### config.mk
export PLATFORM = sky130hd
export DESIGN_NAME = univ_sreg
export DESIGN_NICKNAME = d
export VERILOG_FILES = /design/src/rtl/univ_sreg_pkg.sv /design/src/rtl/univ_sreg_ctrl.sv /design/src/rtl/univ_sreg.sv
export SDC_FILE = /design/constraint.sdc
export NUM_CORES = 1
export LEC_CHECK = 0
export CORE_MARGIN = 2
export CORE_UTILIZATION = 32
export DETAILED_ROUTE_END_ITERATION = 10
export PLACE_DENSITY = 0.62
export SYNTH_ARGS = -nofsm -noshare
export SYNTH_HDL_FRONTEND = slang
export SYNTH_SLANG_ARGS = --single-unit
### constraint.sdc
create_clock -name clk -period 4.6 [get_ports clk]
set_input_delay 0.46 -clock clk [delete_from_list [all_inputs] [get_ports clk]]
set_output_delay 0.46 -clock clk [all_outputs]
set_load 0.005 [all_outputs]
### src/rtl/univ_sreg_pkg.sv
// Shared encodings for the universal shift register and its burst controller.
// Latency: n/a (types and a helper function only).
// Backpressure: n/a.
//
// mode_e  : per-cycle operation applied to q (hold / shift left / shift right / rotate left).
// state_e : burst controller states.
package univ_sreg_pkg;

    typedef enum logic [1:0] {
        MODE_HOLD = 2'b00,
        MODE_SHL  = 2'b01,
        MODE_SHR  = 2'b10,
        MODE_ROTL = 2'b11
    } mode_e;

    typedef enum logic {
        ST_IDLE  = 1'b0,
        ST_SHIFT = 1'b1
    } state_e;

    // True when the operation moves data out of the MSB end (left shift and rotate).
    function automatic logic mode_exits_msb(mode_e m);
        return (m == MODE_SHL) || (m == MODE_ROTL);
    endfunction

endpackage

### src/rtl/univ_sreg_ctrl.sv
// Burst controller: FSM, remaining-operation counter, mode latch, busy and done.
// Latency: busy/done are registered; op_vld/eff_mode are combinational for the current edge.
// Backpressure: en low freezes FSM, counter and mode latch; no handshake otherwise.
//
// Ports:
//   clk, rst          : clock, synchronous active-high reset
//   en, sln           : clock enable, active-low synchronous load (aborts a burst)
//   start, nshift     : launch a burst of min(nshift, WIDTH) operations
//   mode              : requested operation (used directly while idle, latched at launch)
//   eff_mode          : operation the datapath should apply this edge
//   op_vld            : the datapath should apply eff_mode this edge (when en && sln)
//   busy, done        : burst active / one-cycle completion pulse
module univ_sreg_ctrl
    import univ_sreg_pkg::*;
#(
    parameter int WIDTH = 8,
    parameter int CNT_W = $clog2(WIDTH + 1)
) (
    input  logic             clk,
    input  logic             rst,
    input  logic             en,
    input  logic             sln,
    input  logic             start,
    input  logic [1:0]       mode,
    input  logic [CNT_W-1:0] nshift,
    output logic [1:0]       eff_mode,
    output logic             op_vld,
    output logic             busy,
    output logic             done
);

    localparam logic [CNT_W-1:0] WIDTH_C = CNT_W'(WIDTH);
    localparam logic [CNT_W-1:0] ONE_C   = CNT_W'(1);

    state_e           state_q, state_d;
    logic [CNT_W-1:0] cnt_q, cnt_d;
    mode_e            mode_lat_q, mode_lat_d;
    logic             done_q, done_d;

    mode_e            mode_in;
    logic [CNT_W-1:0] n_clip;
    logic             zero_start;

    assign mode_in    = mode_e'(mode);
    assign n_clip     = (nshift > WIDTH_C) ? WIDTH_C : nshift;
    assign zero_start = start && (nshift == '0);

    // Idle: free-running register follows the mode input, except a zero-length
    // launch which must leave q untouched. Shift: always apply the latched mode.
    assign op_vld   = (state_q == ST_SHIFT) || !zero_start;
    assign eff_mode = (state_q == ST_SHIFT) ? mode_lat_q : mode_in;
    assign busy     = (state_q == ST_SHIFT);
    assign done     = done_q;

    // cnt_q counts operations still to come after the current one, so the
    // launch edge loads min(nshift,WIDTH)-1 and the edge with cnt_q==1 is last.
    always_comb begin
        state_d    = state_q;
        cnt_d      = cnt_q;
        mode_lat_d = mode_lat_q;
        done_d     = 1'b0;
        if (!en) begin
            // Frozen; done is a completion pulse and never survives a stalled edge.
            done_d = 1'b0;
        end else if (!sln) begin
            state_d = ST_IDLE;
            cnt_d   = '0;
        end else begin
            case (state_q)
                ST_IDLE: begin
                    if (start) begin
                        if (zero_start) begin
                            done_d = 1'b1;
                        end else begin
                            mode_lat_d = mode_in;
                            if (n_clip > ONE_C) begin
                                state_d = ST_SHIFT;
                                cnt_d   = n_clip - ONE_C;
                            end else begin
                                cnt_d  = '0;
                                done_d = 1'b1;
                            end
                        end
                    end
                end
                ST_SHIFT: begin
                    if (cnt_q <= ONE_C) begin
                        state_d = ST_IDLE;
                        cnt_d   = '0;
                        done_d  = 1'b1;
                    end else begin
                        cnt_d = cnt_q - ONE_C;
                    end
                end
                default: begin
                    state_d = ST_IDLE;
                    cnt_d   = '0;
                end
            endcase
        end
    end

    always_ff @(posedge clk) begin
        if (rst) begin
            state_q    <= ST_IDLE;
            cnt_q      <= '0;
            mode_lat_q <= MODE_HOLD;
            done_q     <= 1'b0;
        end else begin
            state_q    <= state_d;
            cnt_q      <= cnt_d;
            mode_lat_q <= mode_lat_d;
            done_q     <= done_d;
        end
    end

endmodule

### src/rtl/univ_sreg.sv
// Universal shift register (hold/shl/shr/rotl) with counted-burst control.
// Latency: q updates on the edge after inputs are sampled; ser_out/par are combinational from q.
// Backpressure: en low freezes all state; no other flow control.
//
// Ports:
//   clk, rst        : clock, synchronous active-high reset
//   en              : clock enable
//   sln, sd         : active-low synchronous parallel load and its data
//   mode, ser_in    : operation select, serial fill bit
//   start, nshift   : launch a burst of min(nshift, WIDTH) operations
//   q, ser_out      : register contents, bit leaving q under the effective mode
//   busy, done      : burst active / one-cycle completion pulse
//   par             : XOR of q, present only when UNIV_SREG_PARITY_EN is defined
// WIDTH must be at least 2.
module univ_sreg
    import univ_sreg_pkg::*;
#(
    parameter int WIDTH = 8,
    parameter int CNT_W = $clog2(WIDTH + 1)
) (
    input  logic             clk,
    input  logic             rst,
    input  logic             en,
    input  logic             sln,
    input  logic [WIDTH-1:0] sd,
    input  logic [1:0]       mode,
    input  logic             ser_in,
    input  logic             start,
    input  logic [CNT_W-1:0] nshift,
`ifdef UNIV_SREG_PARITY_EN
    output logic             par,
`endif
    output logic [WIDTH-1:0] q,
    output logic             ser_out,
    output logic             busy,
    output logic             done
);

    logic [WIDTH-1:0] q_q, q_d;
    logic [1:0]       eff_mode_raw;
    mode_e            eff_mode;
    logic             op_vld;

    univ_sreg_ctrl #(
        .WIDTH (WIDTH),
        .CNT_W (CNT_W)
    ) u_ctrl (
        .clk      (clk),
        .rst      (rst),
        .en       (en),
        .sln      (sln),
        .start    (start),
        .mode     (mode),
        .nshift   (nshift),
        .eff_mode (eff_mode_raw),
        .op_vld   (op_vld),
        .busy     (busy),
        .done     (done)
    );

    assign eff_mode = mode_e'(eff_mode_raw);

    always_comb begin
        q_d = q_q;
        if (en) begin
            if (!sln) begin
                q_d = sd;
            end else if (op_vld) begin
                case (eff_mode)
                    MODE_SHL:  q_d = {q_q[WIDTH-2:0], ser_in};
                    MODE_SHR:  q_d = {ser_in, q_q[WIDTH-1:1]};
                    MODE_ROTL: q_d = {q_q[WIDTH-2:0], q_q[WIDTH-1]};
                    default:   q_d = q_q;
                endcase
            end
        end
    end

    always_ff @(posedge clk) begin
        if (rst) begin
            q_q <= '0;
        end else begin
            q_q <= q_d;
        end
    end

    always_comb begin
        ser_out = 1'b0;
        if (mode_exits_msb(eff_mode)) begin
            ser_out = q_q[WIDTH-1];
        end else if (eff_mode == MODE_SHR) begin
            ser_out = q_q[0];
        end
    end

    assign q = q_q;

`ifdef UNIV_SREG_PARITY_EN
    assign par = ^q_q;
`endif

endmodule
Word-level counts from Yosys, hierarchy flattened
Cells that the tools add are included.
{ "op_classes": {"n_addsub": 2, "order_cmp": 3, "n_eq_ne": 7, "muxes": 24, "n_bitwise": 4, "n_reduce_logical": 9} }
{ "op_table": {"columns": ["operator", "count"], "rows": [
  ["2-to-1 mux 4 bit", 6],
  ["one-hot mux 8 bit (3 select lines)", 1],
  ["2-to-1 mux 8 bit", 2],
  ["2-to-1 mux 1 bit", 11],
  ["one-hot mux 4 bit (2 select lines)", 1],
  ["subtractor 4 x 1 -> 4 bit, second input constant", 2],
  ["inequality test 3 bit, second input constant", 2],
  ["AND reduction 3 bit", 2],
  ["AND reduction 5 bit", 1],
  ["== test 2 bit, second input constant", 2],
  ["greater-than comparator 4 x 1 -> 1 bit, second input constant", 1],
  ["greater-than comparator 4 bit, second input constant", 1],
  ["<= comparator 4 x 1 -> 1 bit, second input constant", 1],
  ["zero test 4 bit", 1],
  ["inequality test 4 x 1 -> 1 bit, second input constant", 1],
  ["NOT 1 bit", 4],
  ["one-hot mux 1 bit (2 select lines)", 2],
  ["OR reduction 3 bit", 1],
  ["== test 2 x 1 -> 1 bit, second input constant", 1],
  ["logical OR 1 bit", 2],
  ["2-to-1 mux 2 bit", 1],
  ["inequality test 2 x 1 -> 1 bit, second input constant", 1],
  ["logical AND 1 bit", 1],
  ["zero test 1 bit", 1]
]} }
{ "totals": {"reg_bits": 16, "input_bits": 20, "out_inout_bits": 11, "word_cells": 54} }

Longest topological paths before layout
Gate-level depths: netlist of the first run.
{ "depth": {"word_depth": 8, "ltp_mapped": 8, "ltp_nobuf": 7} }

By module
A second synthesis of the first run with hierarchy kept.
{ "unflattened": {"hier_cells": 131, "area_unflattened_um2": 1166.1} }
{ "by_module_without_submodules": {"columns": ["mod", "instances", "cells_per_inst", "area_per_inst_um2", "seq_area_each_um2"], "rows": [
  ["univ_sreg", 1, 65, 615.6, 160.2],
  ["univ_sreg_ctrl", 1, 66, 550.5, 160.2]
]} }

Worst setup path before layout of the first run
OpenSTA, ideal clock, no wires.
{ "synth_path": {"path_type": "in2reg", "from": "in nshift[3]", "to": "reg u_ctrl.cnt_q[2]", "setup_ns": 0.070, "t_arrival_ns": 1.717, "required_ns": 4.530, "path_slack_ns": 2.813, "path_stages": 7, "n_path_buf": 1, "path_cell_list": "buf_2 nand2b_1 ha_1 nor3b_1 a211oi_1 a2111o_1 a21oi_1"} }
{ "synth_between": {"elab_chain_len": 8, "word_cells_on_any_way": 13, "classes_between": "add/sub: 1; order compare: 2; eq/ne: 1; mux: 6; reduce/logical: 3"} }
{ "synth_rtl": {"columns": ["item", "line", "rtl"], "rows": [
  ["from (decl)", "univ_sreg.sv:29", "input logic [CNT_W-1:0] nshift,"],
  ["greater-than comparator 4 bit", "univ_sreg_ctrl.sv:45", "assign n_clip = (nshift > WIDTH_C) ? WIDTH_C : nshift;"],
  ["2-to-1 mux 4 bit", "univ_sreg_ctrl.sv:45", null],
  ["subtractor 4 x 1 -> 4 bit or greater-than comparator 4 x 1 -> 1 bit (tied branches)", "univ_sreg_ctrl.sv:78, univ_sreg_ctrl.sv:76", null],
  ["2-to-1 mux 4 bit", "univ_sreg_ctrl.sv:76", "if (n_clip > ONE_C) begin"],
  ["2-to-1 mux 4 bit", "univ_sreg_ctrl.sv:72", "if (zero_start) begin"],
  ["2-to-1 mux 4 bit", "univ_sreg_ctrl.sv:71", "if (start) begin"],
  ["one-hot mux 4 bit (2 select lines)", "univ_sreg_ctrl.sv:69", "case (state_q)"],
  ["2-to-1 mux 4 bit", "univ_sreg_ctrl.sv:65", "end else if (!sln) begin"],
  ["to (signal assigned)", "univ_sreg_ctrl.sv:111", "cnt_q <= cnt_d;"],
  ["to (decl)", "univ_sreg_ctrl.sv:36", "logic [CNT_W-1:0] cnt_q, cnt_d;"]
]} }
Parallel ways exist; a longest one is shown, timed or not. The select of a mux whose other input is x is not followed.
A chain may end at the register's enable or synchronous reset.

Worst setup path in the final report of the first run
{ "layout_path": {"from": "in mode[1]", "to": "out ser_out"} }
{ "layout_between": {"elab_chain_len": 4, "word_cells_on_any_way": 7, "classes_between": "eq/ne: 3; mux: 3; reduce/logical: 1"} }
{ "layout_rtl": {"columns": ["item", "line", "rtl"], "rows": [
  ["from (decl)", "univ_sreg.sv:26", "input logic [1:0] mode,"],
  ["2-to-1 mux 2 bit (*)", "univ_sreg_ctrl.sv:51", "assign eff_mode = (state_q == ST_SHIFT) ? mode_lat_q : mode_in;"],
  ["== test 2 bit (tied with other cells)", "univ_sreg.sv:91", "end else if (eff_mode == MODE_SHR) begin"],
  ["2-to-1 mux 1 bit or logical OR 1 bit (tied branches)", "univ_sreg.sv:91, univ_sreg_pkg.sv:23", null],
  ["2-to-1 mux 1 bit (*)", "univ_sreg.sv:89", "if (mode_exits_msb(eff_mode)) begin"],
  ["to (decl)", "univ_sreg.sv:34", "output logic ser_out,"]
]} }
Every way passes the cells marked *; elsewhere a longest branch is shown, timed or not.

==> flow_metrics.py, run 1 <==
metrics = {
    "outcome": {
        "status": "finished, final reports clean",
    },
    "setup_path": {
        "critPathLaunchType": "input pin",
        "endpoint_kind": "primary output",
        "critical_path_class": "input pin to primary output",
        "required_ns": 4.14,
        "path_max_fanout": 8,
        "cp.arrival_ns": 2.36,
    },
    "placement": {
        "dp.final_hpwl_um": 2340,
        "place_inst": 214,
        "globalplace.congestion": 0.821,
        "io_buffers": 30,
        "post_dp_cell_area_sq_um": 1500,
    },
    "power_and_ir_drop": {
        "p_per_area_nw_per_um2": 245,
        "leakage_nw": 0.543,
        "ir_worst_vdd_v": 0.000106,
    },
    "clocking": {
        "cts_max_level": 1,
        "hold_buffers": 0,
        "clockBufferDepth": 2,
        "clock-root-buffer": "clkbuf_8",
        "cts.clk_slew.worst_paths_ns": 0.06,
        "clock_sinks": 16,
        "cts_buffers": 3,
        "postCtsSetupBuffers": 0,
        "cts_tree": "built",
        "ctsResizeCount": 0,
        "clk_latency_ns": 0.24,
    },
    "layout": {
        "fin_area_sq_um": 1560,
        "drive_gt1_share_pct": 8.24,
        "antenna_cells": 0,
        "area_delta_synth_final_pct": 31.6,
        "fin_cells": 218,
        "nets": 195,
        "fill_cells": 373,
    },
    "synth": {
        "ys_ff_latch": 16,
        "synth_flop_cell": "dfxtp_1",
        "synth_edf_count": 0,
        "async_flop_share_pct": 0,
        "syn_area_sq_um": 1180,
        "avgSynthCellArea_sq_um": 8.22,
        "syn-num-nets": 168,
        "synthCells": 144,
        "yosys_warnings": 0,
        "synth_cell_type_count": 41,
        "synth_seq_area_share_pct": 27.1,
    },
    "routing": {
        "antenna_left": 0,
        "drc_errors": 0,
        "drt_iter0_drc": 45,
        "drt-pass1-iter-count": 4,
        "wl_per_cell_um": 13.8,
        "vias": 1201,
        "avgViaCountPerCell": 5.51,
        "drt_wl_total_um": 3010,
    },
    "global_route": {
        "antenna_found_initial": 0,
        "track_usage_pct": 15.5,
        "grt_pass1_vias": 1207,
        "grt_overflow": 0,
        "grt_max_degree": 25,
        "grt_pass1_wl_um": 5240,
    },
    "job": {
        "drv_cap": 0,
    },
    "floorplanning": {
        "fp.dieArea_sq_um": 4200,
        "rows": 22,
        "die_w_um": 64.8,
        "coreArea_sq_um": 3610,
        "ioPinCount": 31,
        "start_util_pct": 32.8,
        "fp.dieH_um": 64.8,
    },
    "timing": {
        "finalCriticalPeriod_ns": 2.82,
        "maxSlewHeadroom_pct": 46.0,
        "skew_ns": 0.00224,
        "worst_slew_pin_slew_ns": 0.808,
        "setup_viol": 0,
        "whs_ns": 0.476,
        "rsz0062_at_grt": "false",
        "clock.fmax_mhz": 354,
        "finalCritPeriodShare_pct": 61.4,
        "finalMaxSlewViolations": 0,
        "finalHoldViolCount": 0,
        "fin_tns_setup_ns": 0,
    },
    "hold_path": {
        "hold_path_class": "flip-flop to flip-flop",
    },
}
[cell usage after synthesis (2+ instances only)]
master	n	area, sq um
dfxtp_1	16	320
nor2_1	14	52.6
inv_1	13	48.8
a211oi_1	10	75.1
nor3_1	8	40.0
or4_1	8	60.1
nand2_1	7	26.3
o32ai_1	7	61.3
mux2i_1	5	50.1
a21oi_1	4	20.0
clkbuf_1	4	15.0
ha_1	4	50.1
nand2b_1	4	25.0
or3_1	4	25.0
buf_2	3	15.0
o21ai_0	3	15.0
mux2_2	2	22.5
nor3b_1	2	15.0
o21ba_2	2	20.0
o31ai_1	2	15.0
or2_1	2	12.5
[final timing paths]
path / start / to / slack (ns) / cells past startpoint
worst max-delay path: mode[1] / ser_out / 1.78 / 5
worst min-delay path: u_ctrl.cnt_q[1]$_SDFFE_PP0P_ / u_ctrl.cnt_q[1]$_SDFFE_PP0P_ / 0.48 / 2
worst max register to register: u_ctrl.busy$_SDFFE_PP0P_ / q[5]$_SDFFE_PP0P_ / 2.65 / 4
worst min register to register: u_ctrl.cnt_q[1]$_SDFFE_PP0P_ / u_ctrl.cnt_q[1]$_SDFFE_PP0P_ / 0.48 / 2
[sequential cells by signal, summed over array words and instances (netlist names)]
name,cells
u_ctrl.done,1
u_ctrl.cnt_q,4
u_ctrl.mode_lat_q,2
u_ctrl.busy,1
q,8
[worst max-delay path, stage by stage]
cell and delay (ns):
clkdlybuf4s50_1 0.50, nor3b_2 0.43, or2_1 0.31, a22o_1 0.17, clkdlybuf4s50_1 0.49
[per-stage QoR]
| step | total power, mW | util [%] | worst slack [ns] |
|---|---|---|---|
| after floorplan | 0.216 | - | 2.81 |
| after global placement | 0.260 | 41.7 | 1.83 |
| after detailed placement | 0.261 | 41.7 | 1.78 |
| after CTS | 0.385 | 43.2 | 1.78 |
| after global routing | 0.403 | 43.2 | 1.65 |
| final | 0.382 | 43.2 | 1.78 |
[cell families after synthesis]
logic type | count (synthesis) | synth area share [%]
adders and majority gates | 4 | 4.23
buffers and inverters | 22 | 7.93
AOI/OAI and AO/OA | 41 | 28.6
muxes | 7 | 6.13
and+or+nand+nor | 54 | 26.0
DFF | 16 | 27.1
[layer usage]
layer / GRT usage [%] / part of all wire (%) / vias to the layer above
met5: 0 / 0 / -
met4: 4.26 / 1.2 / 0
met3: 2.43 / 3.3 / 4
met2: 27.4 / 48 / 26
met1: 19.4 / 47 / 569
li1: - / - / 602
[cell usage in the layout (no fill, tap or decap), drive strengths merged, types with 2 or more instances in the layout]
cell type	synthesis	routed
clkdlybuf4s50	0	30
dfxtp	16	16
nor2	14	14
inv	14	14
a211oi	10	10
or4	8	8
nor3	8	8
o32ai	7	7
nand2	7	7
mux2i	5	5
a21oi	5	5
nand2b	4	4
or3	4	4
ha	4	4
clkbuf	4	4
o21ai	4	4
nor3b	3	3
mux2	2	2
or2	2	2
o31ai	2	2
o21ba	2	2
[layout make-up]
class	instances	area, sq um	area share, %
inverters	14	52.6	3.37
clock buffers	4	55.1	3.53
multi-input cells	106	769	49.4
flip-flops and latches	16	320	20.6
repair buffers	30	300	19.3
well taps	48	60.1	3.86
[where the power goes]
part           internal (mW)  switching [mW]
clock                 0.0758          0.0475
combinational         0.0539          0.0486
sequential             0.147         0.00900
Note: power is estimated with default switching activity, not from simulation.
==> run 2: changes to the inputs <==
==> constraint.sdc (replaced) <==
create_clock -name clk -period 2.7 [get_ports clk]
set_input_delay 0.27 -clock clk [delete_from_list [all_inputs] [get_ports clk]]
set_output_delay 0.27 -clock clk [all_outputs]
set_load 0.005 [all_outputs]
==> run 2 against run 1 <==
Net effect:
- worst setup slack got worse by 1.3 ns
- combinational power increased by 80%
- clock skew decreased by 0.0012 ns
- clock power increased by 76%
- first-iteration DRC count decreased by 11%
- cell count increased by 1.8%
- global-route usage increased by 0.60 points
- wire length increased by 4.7%
==> flow_metrics.py, run 2 (synthesis results as in run 1) <==
metrics = {
    "layout": {
        "largest_register_ffs": 8,
        "nets": 199,
        "final_core_util_pct": 44.0,
        "drive_gt1_share_pct": 10.3,
        "antenna_cells": 0,
        "area_delta_synth_final_pct": 34.1,
        "final_common_cell": "clkdlybuf4s50_1",
        "final_cell_mix": "30 x clkdlybuf4s50_1, 16 x dfxtp_1, 14 x nor2_1",
        "fill_cells": 356,
    },
    "power_and_ir_drop": {
        "ir_worst_vdd_v": 0.000202,
        "p_per_area_nw_per_um2": 417,
        "leakage_nw": 0.563,
    },
    "setup_path": {
        "cp.arrival_ns": 1.97,
        "r2r_setup_slack_ns": 0.95,
        "path_max_fanout": 8,
        "critPathLaunchType": "flip-flop",
        "required_ns": 2.43,
        "endpoint_kind": "primary output",
        "critical_path_class": "flip-flop to primary output",
    },
    "global_route": {
        "grt_pass1_vias": 1172,
        "grt_overflow": 0,
        "grt_pass1_wl_um": 5350,
        "antenna_found_initial": 0,
        "track_usage_pct": 16.1,
        "grt_max_degree": 19,
    },
    "clocking": {
        "hold_buffers": 0,
        "clockBufferDepth": 2,
        "clock_sinks": 16,
        "cts_tree": "built",
        "postCtsSetupBuffers": 0,
        "clk_latency_ns": 0.25,
        "clock-root-buffer": "clkbuf_8",
        "ctsResizeCount": 0,
        "cts_buffers": 3,
        "cts_max_level": 1,
        "cts.clk_slew.worst_paths_ns": 0.07,
    },
    "timing": {
        "rsz0062_at_grt": "false",
        "finalCriticalPeriod_ns": 2.24,
        "finalMaxSlewViolations": 0,
        "fin_tns_setup_ns": 0,
        "clock.fmax_mhz": 446,
        "finalCritPeriodShare_pct": 83.0,
        "setup_viol": 0,
        "worst_slew_pin_slew_ns": 0.677,
        "whs_ns": 0.476,
        "maxSlewHeadroom_pct": 54.3,
        "skew_ns": 0.00106,
        "finalHoldViolCount": 0,
    },
    "routing": {
        "drt_iter0_drc": 40,
        "drt-pass1-iter-count": 4,
        "drt_wl_total_um": 3150,
        "avgViaCountPerCell": 5.44,
        "wl_per_cell_um": 14.2,
        "vias": 1207,
        "antenna_left": 0,
        "drc_errors": 0,
    },
    "placement": {
        "io_buffers": 30,
        "globalplace.congestion": 0.846,
        "dp.final_hpwl_um": 2400,
    },
    "floorplanning": {
        "fp.dieArea_sq_um": 4200,
        "ioPinCount": 31,
        "fp.dieH_um": 64.8,
        "coreArea_sq_um": 3610,
        "die_w_um": 64.8,
        "rows": 22,
        "start_util_pct": 32.8,
    },
    "hold_path": {
        "hold_path_class": "flip-flop to flip-flop",
    },
    "outcome": {
        "status": "finished, final reports clean",
    },
    "job": {
        "drv_cap": 0,
    },
}
-- run 2: power by group --
group	internal, mW	total [mW]	leakage, nW	switching, mW
clock	0.129	0.217	0.0288	0.0875
combinational	0.0960	0.184	0.404	0.0880
sequential	0.250	0.262	0.131	0.0117
-- run 2: final timing paths --
path,start,to,cells past startpoint
worst min-delay path,u_ctrl.cnt_q[1]$_SDFFE_PP0P_,u_ctrl.cnt_q[1]$_SDFFE_PP0P_,2
worst max-delay path,u_ctrl.mode_lat_q[1]$_SDFFE_PP0P_,ser_out,4
worst min register to register,u_ctrl.cnt_q[1]$_SDFFE_PP0P_,u_ctrl.cnt_q[1]$_SDFFE_PP0P_,2
worst max register to register,u_ctrl.busy$_SDFFE_PP0P_,q[2]$_SDFFE_PP0P_,5
-- run 2: metal layers --
| metal | track usage (%) | vias to the layer above | routed length [um] |
|---|---|---|---|
| met2 | 27.1 | 39 | 1490 |
| met4 | 5.32 | 0 | 32 |
| met5 | 0 | - | 0 |
| li1 | - | 603 | - |
| met1 | 20.9 | 561 | 1470 |
| met3 | 2.60 | 4 | 154 |
-- run 2: through the flow --
step	cell area [sq um]	setup slack (ns)	power [mW]	instances
final	1590	0.459	0.663	222
after global routing	1590	0.372	0.699	222
after CTS	1590	0.474	0.667	222
after detailed placement	1530	0.501	0.450	218
after global placement	1530	0.535	0.447	218
after floorplan	1180	1.10	0.368	144
-- run 2: cell type report --
type | count | area [sq um] | share of cell area (%)
Clock buffer | 4 | 55.1 | 3.47
Multi-Input combinational cell | 106 | 769 | 48.5
Inverter | 14 | 52.6 | 3.31
Tap cell | 48 | 60.1 | 3.78
Sequential cell | 16 | 320 | 20.2
Timing Repair Buffer | 34 | 330 | 20.8
-- run 2: critical path: stages (launching register included) --
cell and delay [ns]:
dfxtp_1 0.37, and3b_1 0.33, or2_1 0.31, a22o_1 0.19, clkdlybuf4s50_1 0.51
==> run 3: changes to the inputs <==
--- a/config.mk
+++ b/config.mk
@@ -8,7 +8,7 @@
 export CORE_MARGIN = 2
 export CORE_UTILIZATION = 32
 export DETAILED_ROUTE_END_ITERATION = 10
-export PLACE_DENSITY = 0.62
+export PLACE_DENSITY = 0.64
 export SYNTH_ARGS = -nofsm -noshare
 export SYNTH_HDL_FRONTEND = slang
 export SYNTH_SLANG_ARGS = --single-unit
==> constraint.sdc (replaced) <==
create_clock -name clk -period 1.8 [get_ports clk]
set_input_delay 0.18 -clock clk [delete_from_list [all_inputs] [get_ports clk]]
set_output_delay 0.18 -clock clk [all_outputs]
set_load 0.005 [all_outputs]
==> run 3 against run 2 <==
Net effect:
- wire length increased by 13%
- clock skew grew 0.0063 ns
- sequential power rose by 51%
- largest cell class unchanged
- count of clock-buffer cells in the layout down 1
- core utilization up 4.2 points
- largest power group unchanged
- total power is 50% higher
- die area unchanged
==> flow_metrics.py, run 3 (synthesis results as in run 1) <==
metrics = {
    "global_route": {
        "grt_busiest_layer": "met2",
        "grt_pass1_wl_um": 5890,
        "track_usage_pct": 17.8,
        "grt_overflow": 0,
        "grt_pass1_vias": 1316,
        "use_met1_pct": 21.1,
        "antenna_found_initial": 0,
        "grtUsageMet2_pct": 31.7,
        "grt_max_degree": 15,
        "gr-usage-met3_pct": 3.82,
    },
    "setup_path": {
        "critical_path_depth": 7,
        "critPathSlowestCell": "or4_1",
        "cp_slowest_stage_delay_ns": 0.49,
        "path_max_fanout": 6,
        "required_ns": 1.97,
        "crit_family": "simple AND/OR/NAND/NOR gates",
        "cp.arrival_ns": 1.88,
        "r2r_start": "u_ctrl.busy$_SDFFE_PP0P_",
        "critPathLaunch": "u_ctrl.busy$_SDFFE_PP0P_",
        "path_common_cell": "buf_4",
        "crit_buf_inv": 3,
        "endpoint_kind": "flip-flop",
        "path_cells": "buf_4 > buf_4 > nor4b_4 > buf_4 > a31o_2 > or4_1 > o32ai_1",
        "ff2ff_path_depth": 7,
        "critPathLaunchType": "flip-flop",
        "critical_path_class": "flip-flop to flip-flop",
    },
    "power_and_ir_drop": {
        "p_per_area_nw_per_um2": 570,
        "ir_worst_vdd_v": 0.000233,
        "leakage_nw": 0.665,
        "p_total_uw": 991,
    },
    "outcome": {
        "status": "finished, final reports clean",
    },
    "hold_path": {
        "hold_path_class": "flip-flop to flip-flop",
        "min_path_cells": 2,
        "min-delay-start": "u_ctrl.cnt_q[1]$_SDFFE_PP0P_",
    },
    "floorplanning": {
        "ioPinCount": 31,
        "rows": 22,
        "fp.dieH_um": 64.8,
        "die_w_um": 64.8,
        "start_util_pct": 32.8,
        "coreArea_sq_um": 3610,
        "fp.dieArea_sq_um": 4200,
    },
    "placement": {
        "dp.final_hpwl_um": 2700,
        "io_buffers": 30,
        "globalplace.congestion": 0.898,
        "post_dp_cell_area_sq_um": 1650,
        "dp_slack_ns": -0.0863,
        "place_inst": 233,
    },
    "clocking": {
        "clock-root-buffer": "clkbuf_8",
        "clockBufferDepth": 2,
        "clk_latency_ns": 0.26,
        "cts_buffers": 3,
        "cts_max_level": 1,
        "cts.clk_slew.worst_paths_ns": 0.07,
        "hold_buffers": 0,
        "clock_sinks": 16,
        "cts_tree": "built",
    },
    "layout": {
        "antenna_cells": 0,
        "multiInputGateArea_sq_um": 787,
        "final_cell_mix": "29 x clkdlybuf4s50_1, 23 x buf_4, 14 x nor2_1, 14 x dfxtp_1, 13 x inv_1",
        "largest_register_ffs": 8,
        "drive_gt1_share_pct": 20.2,
        "fill_cells": 361,
        "fin_area_sq_um": 1740,
        "fin_cells": 241,
        "seqCellArea_sq_um": 325,
        "final_common_cell": "clkdlybuf4s50_1",
        "nets": 219,
        "area_delta_synth_final_pct": 46.8,
    },
    "timing": {
        "setup_viol": 0,
        "clock.fmax_mhz": 583,
        "finalCritPeriodShare_pct": 95.3,
        "finalMaxSlewViolations": 0,
        "rsz0062_at_grt": "true",
        "layout_setup_ws_ns": 0.0852,
        "worst_slew_pin_slew_ns": 0.538,
        "finalCriticalPeriod_ns": 1.71,
        "maxSlewHeadroom_pct": 64.0,
        "finalHoldViolCount": 0,
        "skew_ns": 0.00738,
    },
    "routing": {
        "antenna_left": 0,
        "drc_errors": 0,
        "drt_iter0_drc": 70,
        "avgViaCountPerCell": 5.39,
        "vias": 1298,
        "wl_per_cell_um": 14.8,
        "drt_wl_total_um": 3570,
        "drt-pass1-iter-count": 4,
    },
    "job": {
        "drv_cap": 0,
    },
}
run 3: cell count changes in the layout (fill, tap and decap cells not counted), sizes merged:
cell and delta:
dlygate4sd2 +1, buf +19, clkbuf -1, clkdlybuf4s50 -1, a31o +1
run 3: worst reg2reg max path, delay by kind of cell (launching register included):
| kind | cells | cell delay [ns] |
|---|---|---|
| compound gates | 2 | 0.33 |
| buf+inv | 3 | 0.39 |
| flops | 1 | 0.37 |
| simple gates | 2 | 0.55 |
run 3: worst paths after layout:
kind	to	slack [ns]
min reg2reg	u_ctrl.cnt_q[1]$_SDFFE_PP0P_	0.48
max reg2reg	q[3]$_SDFFE_PP0P_	0.09
min	u_ctrl.cnt_q[1]$_SDFFE_PP0P_	0.48
max	q[3]$_SDFFE_PP0P_	0.09
run 3: layout make-up:
class	count	share of cell area, %
clock buffers	3	2.38
well taps	48	3.46
inverters	14	3.02
repair buffers	53	27.1
multi-input cells	107	45.3
flip-flops and latches	16	18.7
run 3: timing repair:
item | in CTS | in global routing
gates resized for setup | 4 | 1
setup endpoints to repair | 1 | 8
pin swaps | 0 | 2
buffers inserted | 2 | 2
gates cloned | 0 | 1
run 3: power breakdown:
group / switching (mW) / internal, mW
combinational: 0.141 / 0.173
sequential: 0.0200 / 0.375
clock: 0.134 / 0.149
run 3: per-stage QoR:
step	hold WS (ns)	utilization, %	TNS, ns
finish	0.478	48.2	0
global route	0.517	48.2	-0.0451
CTS	0.480	47.3	0
detailed placement	0.470	45.6	-0.692
global placement	0.465	45.6	-0.356
floorplan	0.292	-	0
run 3: per-layer routing:
layer	share of wire, %	wire, um	vias up
li1	-	-	647
met2	49	1760	36
met3	4.7	169	6
met5	0	0	-
met1	44	1580	609
met4	1.6	57	0
==> RTL change 1, RTL diff (settings of run 2) <==
Register the output `q` once more, without a reset; this adds one clock of latency there. The other outputs are not delayed to match. Comments in the files are not updated.
--- a/src/rtl/univ_sreg.sv
+++ b/src/rtl/univ_sreg.sv
@@ -93,7 +93,9 @@
         end
     end
 
-    assign q = q_q;
+    always_ff @(posedge clk) begin
+        q <= q_q;
+    end
 
 `ifdef UNIV_SREG_PARITY_EN
     assign par = ^q_q;
Function: changed (Yosys sat finds a counterexample within 4 cycles, from zero or initial values and one cycle with rst high).
==> RTL change 1 against run 2 <==
Sequential power up 49%. Final area grew 12%. Fmax up 1.6%. Sequential cell count increased by 8. Critical path depth increased by 1. Worst hold slack got worse by 0.12 ns. Synthesized area up 15%. Routed wire length grew 2.3%. Synthesized cell count up 7.6%. Setup slack gained 0.035 ns. Power up 34%.
==> RTL change 1: results <==
[run_status]
status = "finished, final reports clean"

[logic_synthesis]
synth_commonest_cells = "24 x sky130_fd_sc_hd__dfxtp_1, 13 x sky130_fd_sc_hd__nor2_1, 11 x sky130_fd_sc_hd__nand2_1"
leading_register_cell_type_out_of_synthesis = "sky130_fd_sc_hd__dfxtp_1"
mappedNetlistNets = 179
netlist-cell-type-count = 50
synth.yosys.seq_area_share = 0.3533
synth-warning-count = 0
asyncSetResetFlopFracSynth = 0
netlist_top_cells_area = "sky130_fd_sc_hd__dfxtp_1 35%, sky130_fd_sc_hd__a211oi_1 5.0%, sky130_fd_sc_hd__a211o_1 4.5%, sky130_fd_sc_hd__o41ai_1 4.5%, sky130_fd_sc_hd__ha_1 3.7%"

[power_and_ir_drop]
p_leak_nw = 0.6512
ir_drop_mv = 0.1916

[placed_design]
dpl-instance-area_um2 = 1703
globalplace.congestion = 0.8647
dp_hpwl_um = 2437
portBuffers = 30

[clocking]
clock_insertion_delay_worst_skew_ns = 0.27
cts.htree.levels = 1
cts_resized = 0
root_buffer = "sky130_fd_sc_hd__clkbuf_8"
clock_tree.buffer_depth = 2
cts.clk_slew.worst_paths_ns = 0.09
setup_repair_bufs_after_cts = 0

[grt]
met1_usage = 0.2077
groute.layer.met3.usage = 0.02035
maximum_number_of_pins_on_one_net_before_global_route_repair = 25
global_route.usage.total = 0.1444
global_route.usage.met2 = 0.2190
antenna_found_initial = 0
first_pass_grt_wire_length_um = 5782

[critical_path]
rr_startpoint = "u_ctrl.busy"
timing.critical_path.arrival_ns = 1.94
reg2reg_slack_ns = 0.96
worst_setup_ep = "ser_out"
worst-r2r-cell-count = 5
critPathLaunch = "u_ctrl.mode_lat_q[1]"
regToRegEndpoint = "q_q[0]"
worst-path-max-fanout = 8

[sta]
report.final.hold_viol_count = 0
clock_skew_ns = 0.002783
worst_slew_pin_slew_ns = 0.6067

[routing]
vias_per_cell = 5.260
first_iter_violations = 52
drt_pre_antenna_iters = 4
wl_per_cell_um = 13.71

[cells_and_area]
n_antenna_cell = 0
n_fill_cell = 397
largest_registers_ranked_by_flip_flop_count = "q (8), q_q (8), u_ctrl.cnt_q (4)"
fraction_of_final_layout_cells_with_drive_strength_greater_than_1 = 0.09189
nets = 210

[hold_path]
hp-class = "flop to flop"
RTL change 1: cell count changes in the layout (fill, tap and decap cells not counted), sizes merged, moves of 2 or more:
cell	delta
a211o	+6
dfxtp	+8
inv	-3
mux2i	-2
nand2	+5
o32ai	-6
o41ai	+7
or3	-3
or4	-7
RTL change 1: per-stage QoR:
stage	power, mW	hold WS [ns]	worst slack [ns]	utilization	instances
after floorplan	0.4986	0.3380	1.126	-	155
after global placement	0.5764	0.3464	0.5489	0.4197	231
after detailed placement	0.5796	0.3457	0.4766	0.4197	231
after CTS	0.8991	0.3616	0.4680	0.4372	235
after global routing	0.9315	0.3641	0.2935	0.4372	235
final	0.8856	0.3588	0.4941	0.4372	235
RTL change 1: cells by family (layout without fill, tap and decap cells):
group	count (synthesis)	after routing	share of synthesized area
simple gates	52	52	0.2033
compound gates	49	49	0.2898
flops	24	24	0.3533
buf+inv	20	50	0.06991
mux	6	6	0.04692
fa+ha+maj	4	4	0.03680
RTL change 1: routing by layer:
metal	routed length, um	share of wire	up-vias
li1	-	-	640
met1	1671	0.52	562
met2	1426	0.44	32
met3	98	0.030	2
met4	27	0.0084	0
met5	0	0	-
RTL change 1: power breakdown:
group / leakage [nW] / switching, mW / total, mW / internal (mW)
registers: 0.197 / 0.0135 / 0.390 / 0.377
clock network: 0.0357 / 0.116 / 0.314 / 0.198
logic: 0.419 / 0.0874 / 0.181 / 0.0940
RTL change 1: how the worst min path moves through the flow:
| stage | from | end | slack, ns | depth (start not counted) |
|---|---|---|---|---|
| 2_1_floorplan | q_q[1] | q[1] | 0.34 | 0 |
| 3_3_place_gp | q_q[1] | q[1] | 0.35 | 0 |
| 3_5_place_dp | q_q[1] | q[1] | 0.35 | 0 |
| 4_1_cts | q_q[1] | q[1] | 0.36 | 0 |
| 5_1_grt | q_q[1] | q[1] | 0.36 | 0 |
| 6_report | q_q[1] | q[1] | 0.36 | 0 |
RTL change 1: cell type report:
class	instances	area share
clock inverters	1	0.01693
well taps	50	0.03526
multi-input cells	111	0.4422
repair buffers	34	0.1862
inverters	12	0.02539
flip-flops and latches	24	0.2708
clock buffers	3	0.02327
RTL change 1: critical path: stages (launching register included):
cell and delay, ns:
sky130_fd_sc_hd__dfxtp_1 0.39, sky130_fd_sc_hd__and3b_1 0.34, sky130_fd_sc_hd__or2_1 0.31, sky130_fd_sc_hd__nand2_1 0.08, sky130_fd_sc_hd__nand2_1 0.07, sky130_fd_sc_hd__clkdlybuf4s50_1 0.49
==> RTL change 2, RTL diff (config.mk and constraints of run 2) <==
Without the edit above. Add a define of `UNIV_SREG_PARITY_EN`.
--- a/src/rtl/univ_sreg.sv
+++ b/src/rtl/univ_sreg.sv
@@ -12,6 +12,8 @@
 //   busy, done      : burst active / one-cycle completion pulse
 //   par             : XOR of q, present only when UNIV_SREG_PARITY_EN is defined
 // WIDTH must be at least 2.
+`define UNIV_SREG_PARITY_EN
+
 module univ_sreg
     import univ_sreg_pkg::*;
 #(
Check against the original RTL (old outputs only; new: par): equivalent (equiv_simple and equiv_induct, registers matched by name and starting in step).
==> RTL change 2 against run 2 <==
Routed wire length increased by 3.1%. Worst hold slack improved by 0.0043 ns. Synthesized area increased by 5.1%. Setup slack improved by 0.036 ns. Sequential power increased by 2%. Via count increased by 3.6%. Combinational power increased by 23%. Sequential cell count unchanged. Final area increased by 4.4%. Synthesized cell count increased by 5.6%. Global-route usage decreased by 0.22 points. Power increased by 7.4%. Non-clock buffer count increased by 1. Critical endpoint unchanged. Largest cell class unchanged.
==> RTL change 2: results <==
[run_status]
status = "finished, final reports clean"

[logic_synthesis]
synth-compound-area-share = 0.2706
netlist-cell-type-count = 44
synth-warning-count = 0
synth-xor-area-share = 0.04930
synth.yosys.seq_area_share = 0.2575
synth_commonest_cells = "16 x sky130_fd_sc_hd__dfxtp_1, 14 x sky130_fd_sc_hd__inv_1, 14 x sky130_fd_sc_hd__nor2_1"
syn_inst = 152
mappedNetlistNets = 176
synthAdderAreaFrac = 0.04024
netlist_top_cells_area = "sky130_fd_sc_hd__dfxtp_1 26%, sky130_fd_sc_hd__a211oi_1 6.0%, sky130_fd_sc_hd__o32ai_1 4.9%, sky130_fd_sc_hd__or4_1 4.8%, sky130_fd_sc_hd__inv_1 4.2%"
synthMuxAreaShare = 0.05835

[grt]
global_route.usage.total = 0.1589
first_pass_grt_wire_length_um = 5609
maximum_number_of_pins_on_one_net_before_global_route_repair = 14
antenna_found_initial = 0

[power_and_ir_drop]
switchingPower_mw = 0.2077
combinational_share_of_power = 0.319
cellPowerDensity_nw_per_um2 = 429.4
ir_drop_mv = 0.1824
p_leak_nw = 0.5863
power_frac_seq = 0.373

[cells_and_area]
nets = 208
n_fill_cell = 381
fraction_of_final_layout_cells_with_drive_strength_greater_than_1 = 0.09290
n_antenna_cell = 0

[clocking]
clock_insertion_delay_worst_skew_ns = 0.25
cts_buffers = 3
cts_resized = 0

[critical_path]
timing.critical_path.arrival_ns = 1.93
worst_path_dominant_cell_family = "buffers and inverters"
worst-path-max-fanout = 8
rr_startpoint = "u_ctrl.busy"
critPathLaunch = "mode[1]"

[routing]
first_iter_violations = 56
route.final.wire_length_um = 3247
wl_per_cell_um = 14.06
vias_per_cell = 5.416

[placed_design]
globalplace.congestion = 0.8859
placedCellCount = 227
portBuffers = 31
dpl-instance-area_um2 = 1603
dp_hpwl_um = 2542

[sta]
fmax_mhz = 453.5
worst_slew_pin_slew_ns = 0.6826
clock_skew_ns = 0.003670
whs_ns = 0.4806

[hold_path]
min_delay_path_depth = 2
==> RTL change 2: cell types whose count changed after synthesis, sizes merged <==
cell and delta:
xnor2 +6, inv +1, nor3 +1, nor3b -1
o21a +1, o21ba -1, xor2 +1
==> RTL change 2: area by class of cell <==
| type | instances | area [um^2] | share of cell area |
|---|---|---|---|
| inverter | 15 | 56.30 | 0.03396 |
| multi-input combinational | 113 | 825.8 | 0.4981 |
| clock buffer | 4 | 55.05 | 0.03321 |
| timing repair buffer | 35 | 340.3 | 0.2053 |
| tap | 48 | 60.06 | 0.03623 |
| sequential | 16 | 320.3 | 0.1932 |
==> RTL change 2: layer usage <==
| metal | GRT usage | vias to the layer above | part of all wire |
|---|---|---|---|
| li1 | - | 630 | - |
| met1 | 0.2010 | 589 | 0.45 |
| met2 | 0.2800 | 32 | 0.50 |
| met3 | 0.02385 | 0 | 0.048 |
| met4 | 0.03827 | 0 | 0 |
| met5 | 0 | - | 0 |
